$ cat config.mk
export PLATFORM = sky130hd
export DESIGN_NAME = fft_result_reader
export DESIGN_NICKNAME = d
export VERILOG_FILES = /design/src/rtl/fft_result_reader.sv
export SDC_FILE = /design/constraint.sdc
export NUM_CORES = 1
export LEC_CHECK = 0
export CORE_MARGIN = 5
export CORE_UTILIZATION = 54
export CTS_CLUSTER_SIZE = 25
export DETAILED_ROUTE_END_ITERATION = 10
export HOLD_SLACK_MARGIN = 0.15
export PLACE_DENSITY = 0.8
export SETUP_SLACK_MARGIN = 0.4
export SYNTH_ARGS = -nofsm -noshare
export SYNTH_HDL_FRONTEND = slang
export SYNTH_SLANG_ARGS = --single-unit
$ cat constraint.sdc
create_clock -name iCLK -period 3.5 [get_ports iCLK]
set_input_delay 0.35 -clock iCLK [delete_from_list [all_inputs] [get_ports iCLK]]
set_output_delay 0.35 -clock iCLK [all_outputs]
set_load 0.02 [all_outputs]
$ cat src/rtl/fft_result_reader.sv
// fft_result_reader -- unload side of the FFT core.
//
// Once the core reports oRDY, this block walks the 4-bank x 2^ADDR_W result
// RAM. Bin k lives in bank k[1:0] at address k[ADDR_W+1:2]. One shared read
// address goes to all four banks. The block delays a tag (bin number) by the
// RAM read latency so the matching bank word can be picked. The word is then
// pushed into a small output FIFO, which drives a valid/ready stream carrying
// the bin value, its index and an end-of-frame flag.
//
// Reads are throttled by a credit check. Every read in flight already owns a
// FIFO slot, so the FIFO cannot overflow even when the sink stalls
// indefinitely.
//
// Build option: define FFT_READER_HALF_SPECTRUM_EN to unload only bins
// 0..N/2. With ADDR_W=9 that is 1025 bins instead of the full 2048-bin frame.

module fft_result_reader #(
    parameter int DATA_W     = 16,
    parameter int ADDR_W     = 9,
    parameter int RD_LAT     = 2,
    parameter int FIFO_DEPTH = 4
) (
    input  logic              iCLK,
    input  logic              iRESET,
    input  logic              iSTART,
    input  logic              iFFT_RDY,
    output logic [ADDR_W-1:0] oADDR_RD,
    input  logic [DATA_W-1:0] iDATA_RE_0,
    input  logic [DATA_W-1:0] iDATA_RE_1,
    input  logic [DATA_W-1:0] iDATA_RE_2,
    input  logic [DATA_W-1:0] iDATA_RE_3,
    output logic [DATA_W-1:0] oDATA,
    output logic [ADDR_W+1:0] oBIN,
    output logic              oVALID,
    input  logic              iREADY,
    output logic              oLAST,
    output logic              oBUSY,
    output logic              oDONE
);

    localparam int BIN_W = ADDR_W + 2;

`ifdef FFT_READER_HALF_SPECTRUM_EN
    // Real input gives a conjugate-symmetric spectrum; bins 0..N/2 suffice.
    localparam int NBIN = 2 ** (ADDR_W + 1) + 1;
`else
    localparam int NBIN = 2 ** (ADDR_W + 2);
`endif

    localparam logic [BIN_W-1:0] LAST_BIN = BIN_W'(NBIN - 1);
    localparam int PTR_W = (FIFO_DEPTH > 1) ? $clog2(FIFO_DEPTH) : 1;
    localparam int CNT_W = $clog2(FIFO_DEPTH + 1);
    localparam int OCC_W = $clog2(FIFO_DEPTH + RD_LAT + 2) + 1;

    typedef enum logic [1:0] {
        ST_IDLE,
        ST_WAIT_RDY,
        ST_READ,
        ST_DRAIN
    } state_t;

    // ------------------------------------------------------------------
    // State and storage
    // ------------------------------------------------------------------
    state_t              state_q, state_d;
    logic [BIN_W-1:0]    bin_q, bin_d;       // next bin to issue
    logic [ADDR_W-1:0]   addr_q, addr_d;     // shared RAM read address
    logic                done_q, done_d;

    // Tag pipeline: stage 0 is loaded with the read issue, and stage RD_LAT
    // lines up with the cycle in which that read's data is valid on iDATA_RE_n.
    logic                pipe_vld_q [RD_LAT+1];
    logic [BIN_W-1:0]    pipe_bin_q [RD_LAT+1];

    // Output FIFO.
    logic [DATA_W-1:0]   fifo_data_q [FIFO_DEPTH];
    logic [BIN_W-1:0]    fifo_bin_q  [FIFO_DEPTH];
    logic                fifo_last_q [FIFO_DEPTH];
    logic [PTR_W-1:0]    wr_ptr_q, rd_ptr_q;
    logic [CNT_W-1:0]    count_q, count_d;

    // ------------------------------------------------------------------
    // Combinational helpers
    // ------------------------------------------------------------------
    logic                issue;
    logic                push;
    logic                pop;
    logic                fifo_nonempty;
    logic                head_last;
    logic [OCC_W-1:0]    inflight;
    logic [OCC_W-1:0]    occupancy;
    logic                credit_ok;
    logic [DATA_W-1:0]   bank_word;
    logic [BIN_W-1:0]    land_bin;

    assign fifo_nonempty = (count_q != '0);
    assign pop           = fifo_nonempty & iREADY;
    assign push          = pipe_vld_q[RD_LAT];
    assign land_bin      = pipe_bin_q[RD_LAT];
    assign head_last     = fifo_last_q[rd_ptr_q];

    // Count the reads in flight (all tag stages, including the one landing now).
    always_comb begin
        inflight = '0;
        for (int i = 0; i <= RD_LAT; i++) begin
            inflight = inflight + OCC_W'(pipe_vld_q[i]);
        end
    end

    // Credit: every outstanding read plus every buffered word must fit in the
    // FIFO. A pop at this same edge frees a slot. Without counting that slot,
    // full-rate streaming would stall every few cycles.
    assign occupancy = OCC_W'(count_q) + inflight;
    assign credit_ok = occupancy < (OCC_W'(FIFO_DEPTH) + OCC_W'(pop));

    // Select the bank word for the bin whose data is valid this cycle.
    always_comb begin
        bank_word = iDATA_RE_0;
        case (land_bin[1:0])
            2'd0:    bank_word = iDATA_RE_0;
            2'd1:    bank_word = iDATA_RE_1;
            2'd2:    bank_word = iDATA_RE_2;
            default: bank_word = iDATA_RE_3;
        endcase
    end

    // ------------------------------------------------------------------
    // FSM: next state, read issue and done pulse
    // ------------------------------------------------------------------
    always_comb begin
        // NOTE: every variable assigned here gets a default first, so no path
        // leaves it unassigned and no latch is inferred.
        state_d = state_q;
        bin_d   = bin_q;
        addr_d  = addr_q;
        done_d  = 1'b0;
        issue   = 1'b0;

        case (state_q)
            ST_IDLE: begin
                if (iSTART) begin
                    state_d = ST_WAIT_RDY;
                    bin_d   = '0;
                end
            end
            ST_WAIT_RDY: begin
                // The first read goes out on the same edge that enters READ,
                // so data reaches the stream RD_LAT+1 cycles into READ.
                issue = iFFT_RDY & credit_ok;
            end
            ST_READ: begin
                issue = credit_ok;
            end
            ST_DRAIN: begin
                // The last bin is also the newest one, so when it is accepted
                // the FIFO and the tag pipeline are both empty.
                if (pop && head_last && (inflight == '0)) begin
                    state_d = ST_IDLE;
                    done_d  = 1'b1;
                end
            end
            default: state_d = ST_IDLE;
        endcase

        if (issue) begin
            addr_d  = bin_q[BIN_W-1:2];
            bin_d   = bin_q + BIN_W'(1);
            state_d = (bin_q == LAST_BIN) ? ST_DRAIN : ST_READ;
        end
    end

    // FIFO occupancy bookkeeping; push and pop together leave it unchanged.
    always_comb begin
        count_d = count_q;
        case ({push, pop})
            2'b10:   count_d = count_q + CNT_W'(1);
            2'b01:   count_d = count_q - CNT_W'(1);
            default: count_d = count_q;
        endcase
    end

    // ------------------------------------------------------------------
    // Sequential logic
    // ------------------------------------------------------------------

    // Control registers: FSM state, issue counter, read address, done pulse.
    always_ff @(posedge iCLK or negedge iRESET) begin
        // NOTE: non-blocking assignments so every register samples the values
        // from before the edge, regardless of statement order.
        if (!iRESET) begin
            state_q <= ST_IDLE;
            bin_q   <= '0;
            addr_q  <= '0;
            done_q  <= 1'b0;
        end else begin
            state_q <= state_d;
            bin_q   <= bin_d;
            addr_q  <= addr_d;
            done_q  <= done_d;
        end
    end

    // Tag shift register that tracks the RAM read latency.
    always_ff @(posedge iCLK or negedge iRESET) begin
        if (!iRESET) begin
            for (int i = 0; i <= RD_LAT; i++) begin
                pipe_vld_q[i] <= 1'b0;
                pipe_bin_q[i] <= '0;
            end
        end else begin
            pipe_vld_q[0] <= issue;
            pipe_bin_q[0] <= bin_q;
            for (int i = 1; i <= RD_LAT; i++) begin
                pipe_vld_q[i] <= pipe_vld_q[i-1];
                pipe_bin_q[i] <= pipe_bin_q[i-1];
            end
        end
    end

    // FIFO pointers and count.
    always_ff @(posedge iCLK or negedge iRESET) begin
        if (!iRESET) begin
            wr_ptr_q <= '0;
            rd_ptr_q <= '0;
            count_q  <= '0;
        end else begin
            count_q <= count_d;
            if (push) begin
                wr_ptr_q <= (wr_ptr_q == PTR_W'(FIFO_DEPTH - 1)) ? '0 : wr_ptr_q + PTR_W'(1);
            end
            if (pop) begin
                rd_ptr_q <= (rd_ptr_q == PTR_W'(FIFO_DEPTH - 1)) ? '0 : rd_ptr_q + PTR_W'(1);
            end
        end
    end

    // FIFO storage write.
    // NOTE: the storage array is deliberately not reset. Its entries are only
    // observed behind count_q, which is reset, so clearing it would add reset
    // fan-out for nothing.
    always_ff @(posedge iCLK) begin
        if (push) begin
            fifo_data_q[wr_ptr_q] <= bank_word;
            fifo_bin_q[wr_ptr_q]  <= land_bin;
            fifo_last_q[wr_ptr_q] <= (land_bin == LAST_BIN);
        end
    end

    // ------------------------------------------------------------------
    // Outputs: the stream fields are forced to 0 while empty, so all
    // outputs read 0 in and right after reset.
    // ------------------------------------------------------------------
    assign oADDR_RD = addr_q;
    assign oVALID   = fifo_nonempty;
    assign oDATA    = fifo_nonempty ? fifo_data_q[rd_ptr_q] : '0;
    assign oBIN     = fifo_nonempty ? fifo_bin_q[rd_ptr_q]  : '0;
    assign oLAST    = fifo_nonempty & head_last;
    assign oBUSY    = (state_q != ST_IDLE);
    assign oDONE    = done_q;

endmodule

==> metrics.yaml, run 1 <==
run_status:
  outcome: "finished, final reports clean"
placement:
  portBuffers: 108
  gp_congestion: 0.852
  dpl_cell_area_um2: 8510
  dp_hpwl_um: 8770
grt:
  antenna_found_initial: 0
  grt_pass1_vias: 4398
  grt_pass1_wl_um: 23200
  overflow: 0
  grt_max_degree: 36
  grtUsageTotal_pct: 18.8
timing:
  final-setup-viol-count: 0
  rsz0062_at_grt: "no"
  whs_ps: 345
  fmax_mhz: 344
  slew_viol_final: 0
  worst_slew_pin_slew_ps: 996
  finalHoldViolCount: 0
  setup_tns_ps: 0
  period_needed_ps: 2900
  skew_ps: 11.1
  relSlewSlack_pct: 33.6
  period_share_pct: 83.0
floorplan:
  rows: 42
  die_area_um2: 15800
  start_util_pct: 55.0
  ios: 109
  die_w_um: 126
  die_h_um: 126
  coreArea_um2: 13200
logic_synthesis:
  synth_fp_nets: 501
  async_flop_share_pct: 37.1
  synth_edf_count: 112
  synth_area_um2: 7250
  ys.flop_type: "edfxtp_1"
  ys_seq_elements: 178
  avgSynthCellArea_um2: 17.5
  yosys.cell_types.count: 45
  ys_warn_count: 0
  synthCells: 415
  ys_seq_area_share_pct: 69.2
routing:
  via_per_inst: 5.44
  first_pass_iters: 4
  drtIter0Drc: 238
  drtAntennaViolNets: 0
  drt-wirelength-per-cell_um: 19.3
  vias: 3939
  drc: 0
  drt-total-wl_um: 14000
clocking:
  cts_tree: "built"
  clock-root-buffer: "clkbuf_16"
  clk_pin_slew_ps: 60
  cts_buffer_depth: 2
  clkLatencyLatePin_ps: 420
  cts_made_buffers: 17
  postCtsSetupBuffers: 0
  htreeDepth: 4
  cts_hold_buf: 1
  cts.repair.resized: 0
  cts.sink_count: 178
pwr:
  p_total_uw: 7160
  total_leakage_power_uw: 0.00348
  p_per_area_nw_per_um2: 782
  peakVddDrop_mv: 0.415
run:
  cap_violations: 0
critical_path:
  cp-end-kind: "output pin"
  startpoint: "rd_ptr_q[0]"
  cp_max_fo: 14
  cp.arrival_ps: 2550
  slowest_delay_ps: 570
  path_class: "register to output pin"
  r2r_slack_ps: 600
  rr_startpoint: "push"
  path_cells: "buf_4, mux4_2, and2_1, clkdlybuf4s50_1"
  cp_slowest_cell: "clkdlybuf4s50_1"
  worstSetupStartpointType: "register"
  r2r_cells: 10
  crit_end: "oBIN[1]"
  required_ps: 3150
  r2r_end: "bin_q[3]"
final_layout:
  antenna_cells: 0
  drive_gt1_share_pct: 17.9
  nets: 621
  postLayoutCellArea_um2: 9150
  syn_to_final_growth_pct: 26.1
  fin_util_pct: 69.3
worst_hold_path:
  hold_class: "register to register"
==> metal layers <==
metal / share of wire [%] / wire length, µm / GRT usage (%)
met1: 41 / 5790 / 23.9
met2: 53 / 7350 / 32.4
met3: 5.3 / 735 / 4.95
met4: 0.68 / 95 / 4.73
met5: 0 / 0 / 0
==> cell usage after synthesis, drive strengths merged (5+ instances only) <==
cell type	instances	area (µm²)
nand2	34	135
buf	11	85.1
clkbuf	7	26.3
and2	34	213
nor2	6	22.5
ha	14	175
edfxtp	112	3360
nand3	10	67.6
inv	17	66.3
o21ai	13	65.1
dfrtp	66	1650
mux4	44	991
mux2i	5	50.1
==> power breakdown <==
group          switching, µW  internal [µW]
Sequential               176           2560
Combinational           1240           1240
Clock                    762           1170
==> through the flow <==
step,worst slack [ps],cells
CTS,543,724
global route,424,724
finish,596,724
global placement,689,691
floorplan,930,415
detailed placement,633,691
==> flip-flops by register name, summed over array words and instances, names as in the netlist <==
register / count
land_bin: 11
oDONE: 1
state_q: 2
bin_q: 11
pipe_vld_q: 2
fifo_data_q: 64
count_q: 3
oADDR_RD: 9
pipe_bin_q: 22
fifo_last_q: 4
wr_ptr_q: 2
push: 1
fifo_bin_q: 44
rd_ptr_q: 2
==> worst max-delay path: cells and delay by family (launching register included) <==
kind                   cells  cell delay (ps)
multiplexers               1              530
AND/OR/NAND/NOR            1              170
flip-flops                 1              510
buffers and inverters      2              910
==> placed cells by master (no fill, tap or decap), types with 13 or more instances in the layout <==
cell type	n
and2_1	34
clkbuf_16	19
clkdlybuf4s50_1	107
dfrtp_1	65
edfxtp_1	112
ha_1	14
inv_1	13
mux4_2	44
nand2_1	33
==> worst min-delay path by stage <==
stage / from / endpoint / slack [ps] / cells past startpoint
after detailed placement: pipe_bin_q[22] / pipe_bin_q[11] / 330 / 0
after global placement: pipe_bin_q[25] / pipe_bin_q[14] / 330 / 0
after global routing: pipe_bin_q[30] / pipe_bin_q[19] / 350 / 0
after CTS: pipe_bin_q[30] / pipe_bin_q[19] / 350 / 0
after floorplan: iRESET / bin_q[0] / 50 / 0
final: pipe_bin_q[16] / land_bin[5] / 340 / 0
==> area by class of cell <==
type	count	area (µm²)
multi-input cells	201	2050
repair buffers	119	1160
clock inverters	11	120
clock buffers	21	503
inverters	18	71.3
well taps	176	220
flip-flops and latches	178	5020
fillers	815	4040
==> logic make-up after synthesis <==
group,count (synthesis),share of synthesized area (%)
buffers and inverters,36,2.52
adder cells (fa/ha/maj),17,3.24
AO/OA/AOI/OAI,31,2.81
AND/OR/NAND/NOR,99,7.32
XOR/XNOR,5,0.604
multiplexers,49,14.4
flip-flops,178,69.2
Note: power is estimated with default switching activity, not from simulation.
==> inputs of run 2 (changes only) <==
==> constraint.sdc (replaced) <==
create_clock -name iCLK -period 3.02 [get_ports iCLK]
set_input_delay 0.302 -clock iCLK [delete_from_list [all_inputs] [get_ports iCLK]]
set_output_delay 0.302 -clock iCLK [all_outputs]
set_load 0.02 [all_outputs]
==> run 2 against run 1 <==
  * Total power up 23%
  * Clock-buffer cell count unchanged
  * Clock skew about the same
  * Critical path depth up 5
  * Combinational power up 35%
  * Clock power up 19%
  * Largest power group is now combinational cells
  * Critical endpoint is now bin_q[3]
==> metrics.yaml, run 2 (synthesis results as in run 1) <==
timing:
  finalHoldViolCount: 0  # unchanged
  final-setup-viol-count: 0  # unchanged
  relSlewSlack_pct: 35.9  # +2.3 points
  skew_ps: 10.7  # -0.444 ps
  worst_slew_pin_slew_ps: 962  # -34.4 ps
  rsz0062_at_grt: "yes"
  setup_ws_ps: 204  # -392 ps
  fmax_mhz: 355
  whs_ps: 348  # +3.42 ps
  slew_viol_final: 0  # unchanged
  setup_tns_ps: 0  # unchanged
  period_needed_ps: 2820
  period_share_pct: 93.3
grt:
  overflow: 0  # unchanged
  grt_pass1_vias: 4541  # +3.3%
  grt_max_degree: 40  # +11%
  grt_pass1_wl_um: 24700  # +6.3%
  grtUsageTotal_pct: 20.1  # +1.4 points
  antenna_found_initial: 0  # unchanged
critical_path:
  path_class: "register to register"
  cp_slowest_cell: "fa_1"
  path_cells: "fa_1, ha_2, inv_2, fa_2, a31oi_4, buf_4, o21ai_4, a21bo_1, a22o_1"
  cp-end-kind: "register"
  slowest_delay_ps: 580  # about the same
  cp_max_fo: 5  # -9
  worstSetupStartpointType: "register"
  cp.arrival_ps: 3130  # +580 ps
  r2r_cells: 9  # -1
  required_ps: 3330  # +180 ps
pwr:
  power_frac_clock_pct: 26.0  # -1.1 points
  seq_power_share_pct: 36.0  # -2.2 points
  comb_power_share_pct: 38.0  # +3.3 points
  p_sw_uw: 2760  # +27%
  p_per_area_nw_per_um2: 925  # +18%
  total_leakage_power_uw: 0.00382  # +9.8%
  p_total_uw: 8830  # +23%
  intPower_uw: 6070  # +22%
  switching_share_pct: 31.2  # +0.78 points
  peakVddDrop_mv: 0.588  # +42%
routing:
  drtAntennaViolNets: 0  # unchanged
  drc: 0  # unchanged
  drt-total-wl_um: 15300  # +9.9%
  first_pass_iters: 4  # unchanged
  drtIter0Drc: 288  # +21%
  vias: 4149  # +5.3%
  drt-wirelength-per-cell_um: 20.6  # +6.9%
  via_per_inst: 5.58  # +2.5%
floorplan:
  ios: 109  # unchanged
  die_area_um2: 15800  # unchanged
  rows: 42  # unchanged
  die_h_um: 126  # unchanged
  coreArea_um2: 13200  # unchanged
  start_util_pct: 55.0  # unchanged
  die_w_um: 126  # unchanged
final_layout:
  regMostFlops: "fifo_data_q"
  final_cell_mix: "edfxtp_1, clkdlybuf4s50_1, dfrtp_1, mux4_2, and2_1"
  antenna_cells: 0  # unchanged
  fin_util_pct: 72.4  # +3.0 points
  largestRegisters: "fifo_data_q: 64 flops, fifo_bin_q: 44 flops, pipe_bin_q: 22 flops"
  largest_register_ffs: 64  # unchanged
  nets: 641  # +3.2%
  syn_to_final_growth_pct: 31.6
  layout_commonest_cell: "edfxtp_1"
  drive_gt1_share_pct: 24.6  # +6.8 points
run_status:
  outcome: "finished, final reports clean"
clocking:
  cts_buffer_depth: 2  # unchanged
  htreeDepth: 4  # unchanged
  clk_pin_slew_ps: 70  # about the same
  clock-root-buffer: "clkbuf_16"
  clkLatencyLatePin_ps: 420  # about the same
  cts_made_buffers: 17  # unchanged
  cts.sink_count: 178  # unchanged
  cts_tree: "built"
worst_hold_path:
  hold_class: "register to register"
  hold_depth: 0  # unchanged
placement:
  place_worst_setup_slack_ps: 124  # -510 ps
  gp_congestion: 0.832  # -2.4%
  portBuffers: 108  # unchanged
  dp_hpwl_um: 9040  # +3.1%
run:
  cap_violations: 0  # unchanged
[run 2: cell type report]
cell class                      instances  area, µm²
Inverter                               18       75.1
Clock buffer                           21        483
Fill cell                             784       3640
Timing Repair Buffer                  139       1430
Clock inverter                         11        146
Tap cell                              176        220
Multi-Input combinational cell        201       2170
Sequential cell                       178       5020
[run 2: metrics by stage]
stage          cells  instance area (µm²)
2_1_floorplan    415                 7250
3_3_place_gp     695                 8560
3_5_place_dp     695                 8560
4_1_cts          741                 9350
5_1_grt          744                 9550
6_report         744                 9550
[run 2: repair_timing]
item | in CTS | in global routing
resized for setup | 28 | 42
hold endpoints to repair | 37 | 0
setup endpoints to repair | 49 | 38
buffers inserted | 12 | 1
pin swaps | 4 | 26
gates cloned | 1 | 2
hold buffers | 1 | 0
[run 2: final timing paths]
| kind | to | start | slack [ps] |
|---|---|---|---|
| setup / recovery | bin_q[3] | pipe_vld_q[1] | 200 |
| hold / removal | pipe_bin_q[20] | pipe_bin_q[31] | 350 |
| setup reg to reg | bin_q[3] | pipe_vld_q[1] | 200 |
| hold reg to reg | pipe_bin_q[20] | pipe_bin_q[31] | 350 |
| max in group asynchronous | land_bin[1] | iRESET | 1750 |
| min in group asynchronous | oADDR_RD[6] | iRESET | 520 |
[run 2: critical path, delay by kind of cell (launching register included)]
kind | cells | cell delay (ps)
adders and majority gates | 3 | 1350
AOI/OAI and AO/OA | 4 | 760
DFF | 1 | 400
buffers and inverters | 2 | 190
[run 2: power groups by stage]
stage                     Combinational, µW  Clock [µW]  Sequential [µW]
after floorplan                        1930           0             3140
after global placement                 2840           0             3210
after detailed placement               2930           0             3240
after CTS                              3180        2330             3170
after global routing                   3610        2450             3210
final                                  3350        2300             3180
[run 2: routing by layer]
metal | track usage, % | wire length (µm)
met4 | 4.73 | 183
met1 | 24.5 | 5790
met2 | 35.7 | 8490
met5 | 0 | 0
met3 | 6.01 | 885
==> inputs of run 3 (changes only) <==
--- a/config.mk
+++ b/config.mk
@@ -6,12 +6,13 @@
 export NUM_CORES = 1
 export LEC_CHECK = 0
 export CORE_MARGIN = 5
-export CORE_UTILIZATION = 54
+export CORE_UTILIZATION = 58
 export CTS_CLUSTER_SIZE = 25
 export DETAILED_ROUTE_END_ITERATION = 10
+export DONT_BUFFER_PORTS = 1
 export HOLD_SLACK_MARGIN = 0.15
-export PLACE_DENSITY = 0.8
-export SETUP_SLACK_MARGIN = 0.4
+export MAX_ROUTING_LAYER = met4
+export PLACE_DENSITY = 0.74
 export SYNTH_ARGS = -nofsm -noshare
 export SYNTH_HDL_FRONTEND = slang
 export SYNTH_SLANG_ARGS = --single-unit
==> run 3 against run 2 <==
  * Die area down 6.4%
  * Largest power group is now registers
  * Clock skew increased by 0.79 ps
  * Worst hold slack got worse by 150 ps
  * Design area decreased by 16%
==> metrics.yaml, run 3 (synthesis results as in run 1) <==
final_layout:
  postLayoutCellArea_um2: 8060  # -16%
  drive_gt1_share_pct: 21.8  # -2.9 points
  seq_area_um2: 5020  # about the same
  nFillCells: 840  # +7.1%
  nets: 518  # -19%
  fin_util_pct: 66.5  # -5.8 points
  syn_to_final_growth_pct: 11.1
  layout_commonest_cell: "edfxtp_1"
  multi_input_area_um2: 2050  # -5.3%
  antenna_cells: 0  # unchanged
  regMostFlops: "fifo_data_q"
  final_cell_mix: "edfxtp_1, dfrtp_1, mux4_2, and2_1, nand2_1"
  layout.cells.non_filler: 613  # -18%
  largestRegisters: "fifo_data_q: 64 flops, fifo_bin_q: 44 flops, pipe_bin_q: 22 flops"
  largest_register_ffs: 64  # unchanged
worst_hold_path:
  hold_class: "primary input to register"
timing:
  fmax_mhz: 352  # -0.89%
  skew_ps: 11.4  # +0.792 ps
  whs_ps: 197  # -151 ps
  final-setup-viol-count: 0  # unchanged
  slew_viol_final: 0  # unchanged
  worst_slew_pin_slew_ps: 910  # -51.4 ps
  setup_tns_ps: 0  # unchanged
  rsz0062_at_grt: "yes"
  period_share_pct: 94.1  # +0.84 points
  finalHoldViolCount: 0  # unchanged
  relSlewSlack_pct: 39.3  # +3.4 points
  period_needed_ps: 2840  # +25.3 ps
routing:
  met3_length_um: 766  # -13%
  via_per_inst: 5.79  # +3.8%
  wl_met1_um: 5390  # -6.9%
  drc: 0  # unchanged
  topRoutingLayerUsed: "met4"
  first_pass_iters: 4  # unchanged
  drt-wirelength-per-cell_um: 20.9  # +1.4%
  drtIter0Drc: 379  # +32%
  vias: 3548  # -14%
  drtAntennaViolNets: 0  # unchanged
  drt-total-wl_um: 12800  # -16%
  wl_met2_um: 6500  # -23%
floorplan:
  die_h_um: 122  # -3.2%
  start_util_pct: 59.9  # +4.9 points
  ios: 109  # unchanged
  coreArea_um2: 12100  # -8.2%
  rows: 40  # -4.8%
  die_area_um2: 14800  # -6.4%
  die_w_um: 122  # -3.2%
clocking:
  clock-root-buffer: "clkbuf_16"
  clkLatencyLatePin_ps: 420  # about the same
  htreeDepth: 4  # unchanged
  cts_tree: "built"
  cts_made_buffers: 17  # unchanged
  clk_pin_slew_ps: 60  # about the same
  cts_buffer_depth: 2  # unchanged
  cts.sink_count: 178  # unchanged
pwr:
  total_leakage_power_uw: 0.00306  # -20%
  peakVddDrop_mv: 0.491  # -16%
  p_per_area_nw_per_um2: 924  # about the same
critical_path:
  required_ps: 3320  # about the same
  cp-end-kind: "register"
  cp_max_fo: 11  # +6
  cp.arrival_ps: 3140  # about the same
  r2r_slack_ps: 180  # -30 ps
  path_class: "register to register"
  worstSetupStartpointType: "register"
placement:
  dp_hpwl_um: 8140  # -9.9%
  dpl_cell_area_um2: 7460  # -13%
  gp_congestion: 0.817  # -1.9%
  dpl.cell_count: 578  # -17%
  portBuffers: 0  # -100%
grt:
  overflow: 0  # unchanged
  grtUsageTotal_pct: 19.4  # -0.75 points
  grt_max_degree: 67  # +68%
  grt_pass1_vias: 3882  # -15%
  grt_pass1_wl_um: 20900  # -16%
  antenna_found_initial: 0  # unchanged
run_status:
  outcome: "finished, final reports clean"
run:
  cap_violations: 0  # unchanged
-- run 3: cell types whose count changed in the layout (fill, tap and decap cells not counted), sizes merged, moves of 3 or more --
| cell | delta |
|---|---|
| clkdlybuf4s50 | -82 |
| bufinv | -3 |
| buf | -15 |
| dlygate4sd2 | -10 |
| dlymetal6s2s | -15 |
| inv | -3 |
| clkbuf | +4 |
-- run 3: power by group --
| group | switching, µW | leakage (µW) | internal (µW) | total (µW) |
|---|---|---|---|---|
| clock network | 823 | 0.000276 | 1180 | 2010 |
| logic | 1310 | 0.000862 | 927 | 2240 |
| registers | 234 | 0.00193 | 2970 | 3200 |
| total | 2370 | 0.00306 | 5080 | 7450 |
-- run 3: path summary, 6_finish.rpt --
check,depth (start not counted),from,to
setup / recovery,10,push,bin_q[5]
hold / removal,3,iSTART,state_q[0]
setup reg to reg,10,push,bin_q[5]
hold reg to reg,0,pipe_bin_q[17],land_bin[6]
max in group asynchronous,2,iRESET,rd_ptr_q[0]
min in group asynchronous,2,iRESET,oADDR_RD[6]
-- run 3: layout make-up --
cell class / count / area share [%]
Sequential cell: 178 / 62.3
Multi-Input combinational cell: 201 / 25.5
Clock buffer: 27 / 6.49
Inverter: 18 / 0.885
Tap cell: 168 / 2.61
Timing Repair Buffer: 16 / 1.96
Clock inverter: 5 / 0.311
-- run 3: metrics by stage --
stage               total power [µW]  worst slack [ps]
finish                          7450               178
global route                    7880             -11.6
CTS                             7540               149
detailed placement              5490               189
global placement                5410               262
floorplan                       5070               450
-- run 3: what timing repair did --
| action | 4_1_cts | 5_1_grt |
|---|---|---|
| hold buffers | 3 | 0 |
| resized for setup | 0 | 1 |
| setup endpoints to repair | 0 | 3 |
| endpoints found under the hold margin | 68 | 0 |
| buffers inserted | 0 | 0 |
-- run 3: worst max-delay path: stages (launching register included) --
cell     delay, ps
dfrtp_2        450
fa_1           520
ha_1           170
inv_1           60
fa_1           380
xor2_1         150
a31oi_1        210
or2_1          200
buf_4          180
o21ai_0        130
a22o_1         280
-- run 3: metal layers --
layer,up-vias,GRT usage [%]
li1,1591,-
met1,1825,25.3
met2,118,30.2
met3,14,5.11
met4,0,6.44
met5,-,-
==> RTL change: new RTL, config.mk and constraints of run 2 <==
Reset style: synchronous (`iRESET`), changed in 3 clocked blocks.
--- a/src/rtl/fft_result_reader.sv
+++ b/src/rtl/fft_result_reader.sv
@@ -184,7 +184,7 @@
     // ------------------------------------------------------------------
 
     // Control registers: FSM state, issue counter, read address, done pulse.
-    always_ff @(posedge iCLK or negedge iRESET) begin
+    always_ff @(posedge iCLK) begin
         // NOTE: non-blocking assignments so every register samples the values
         // from before the edge, regardless of statement order.
         if (!iRESET) begin
@@ -201,7 +201,7 @@
     end
 
     // Tag shift register that tracks the RAM read latency.
-    always_ff @(posedge iCLK or negedge iRESET) begin
+    always_ff @(posedge iCLK) begin
         if (!iRESET) begin
             for (int i = 0; i <= RD_LAT; i++) begin
                 pipe_vld_q[i] <= 1'b0;
@@ -218,7 +218,7 @@
     end
 
     // FIFO pointers and count.
-    always_ff @(posedge iCLK or negedge iRESET) begin
+    always_ff @(posedge iCLK) begin
         if (!iRESET) begin
             wr_ptr_q <= '0;
             rd_ptr_q <= '0;
Formal check against the unedited RTL: differs if iRESET is asserted again (counterexample within 4 cycles, from zero or initial values and one cycle with iRESET low); with iRESET held inactive, the same outputs for 10 cycles.
==> RTL change against run 2 <==
  * Count of clock-buffer cells in the layout is 3 lower
  * Worst hold slack improved by 0.081 ns
  * Critical path type unchanged
  * Synthesized area increased by 2.3%
  * Sequential cell count increased by 2
  * Setup slack improved by 0.25 ns
  * Cell area shrank 1.4%
  * Die area increased by 2.1%
  * Wire length fell by 3.4%
  * Maximum frequency grew 9.7%
Power is not compared: it rests on default switching activity, and its combinational part moved more than twofold at a synthesized area within 25%.
==> RTL change: results (changes against run 2) <==
metric;value;unit;change
netlist_top_cells_area;edfxtp_1 45%, dfxtp_1 18%, mux4_2 13%, and2_1 2.7%, nor2b_1 2.5%;;
yosysUniqueCellTypes;49;;+8.9%
grt_use_total;0.191;;-0.0104
status;finished clean;;
syn_area_per_cell;15.1;um2;-14%
tightest_slew;1.03;ns;+0.0679 ns
signal_buffers;127;;-8.6%
drtIter0Drc;276;;-4.2%
place_congestion;0.846;;+1.7%
clock_cell_area_share;0.0607;;-0.00519
muxShareOfSynthArea;0.135;;-0.00857
nets;697;;+8.7%
viasPerCell;5.63;;+0.90%
sh_seq_area;0.502;;-0.0236
nonClockInverterCount;28;;+10
clockBufferCount;18;;-14%
grt_util_met3;0.0497;;-0.0105
syn_to_final_growth;26.9;%;
grtUsageMet2;0.331;;-0.0265
place_hpwl;9780;um;+8.2%
grt_max_degree;41;;+2.5%
cts_sinks;180;;+1.1%
crit_arrival;2.92;ns;-0.21 ns
dpl_worst_slack;0.282;ns;+0.159 ns
grt_pass1_vias;4756;;+4.7%
num-multi-input-gates;258;;+28%
netlist_top_cells_count;112 x edfxtp_1, 68 x dfxtp_1, 44 x mux4_2;;
wl_met2;7690;um;-9.4%
syn_nets;577;;+15%
synthArstFlopShare;0;;-0.371
synth-xor-area-share;0.00574;;-0.000302
==> RTL change: kinds of logic (layout without fill, tap and decap cells) <==
logic type | count (synthesis) | in the layout
xor+xnor | 4 | 4
fa+ha+maj | 16 | 16
flops | 180 | 180
compound gates | 59 | 59
buf+inv | 54 | 187
mux | 45 | 45
simple gates | 134 | 134
==> RTL change: worst paths after layout <==
kind                                                      to  slack, ns  cells past startpoint                    startpoint
worst max-delay path                   bin_q[8]$_SDFFE_PN0P_       0.45                      7   pipe_vld_q[0][1]$_SDFF_PN0_
worst max register to register         bin_q[8]$_SDFFE_PN0P_       0.45                      7   pipe_vld_q[0][1]$_SDFF_PN0_
worst min register to register  pipe_bin_q[0][28]$_SDFF_PN0_       0.43                      1  pipe_bin_q[0][17]$_SDFF_PN0_
worst min-delay path            pipe_bin_q[0][28]$_SDFF_PN0_       0.43                      1  pipe_bin_q[0][17]$_SDFF_PN0_
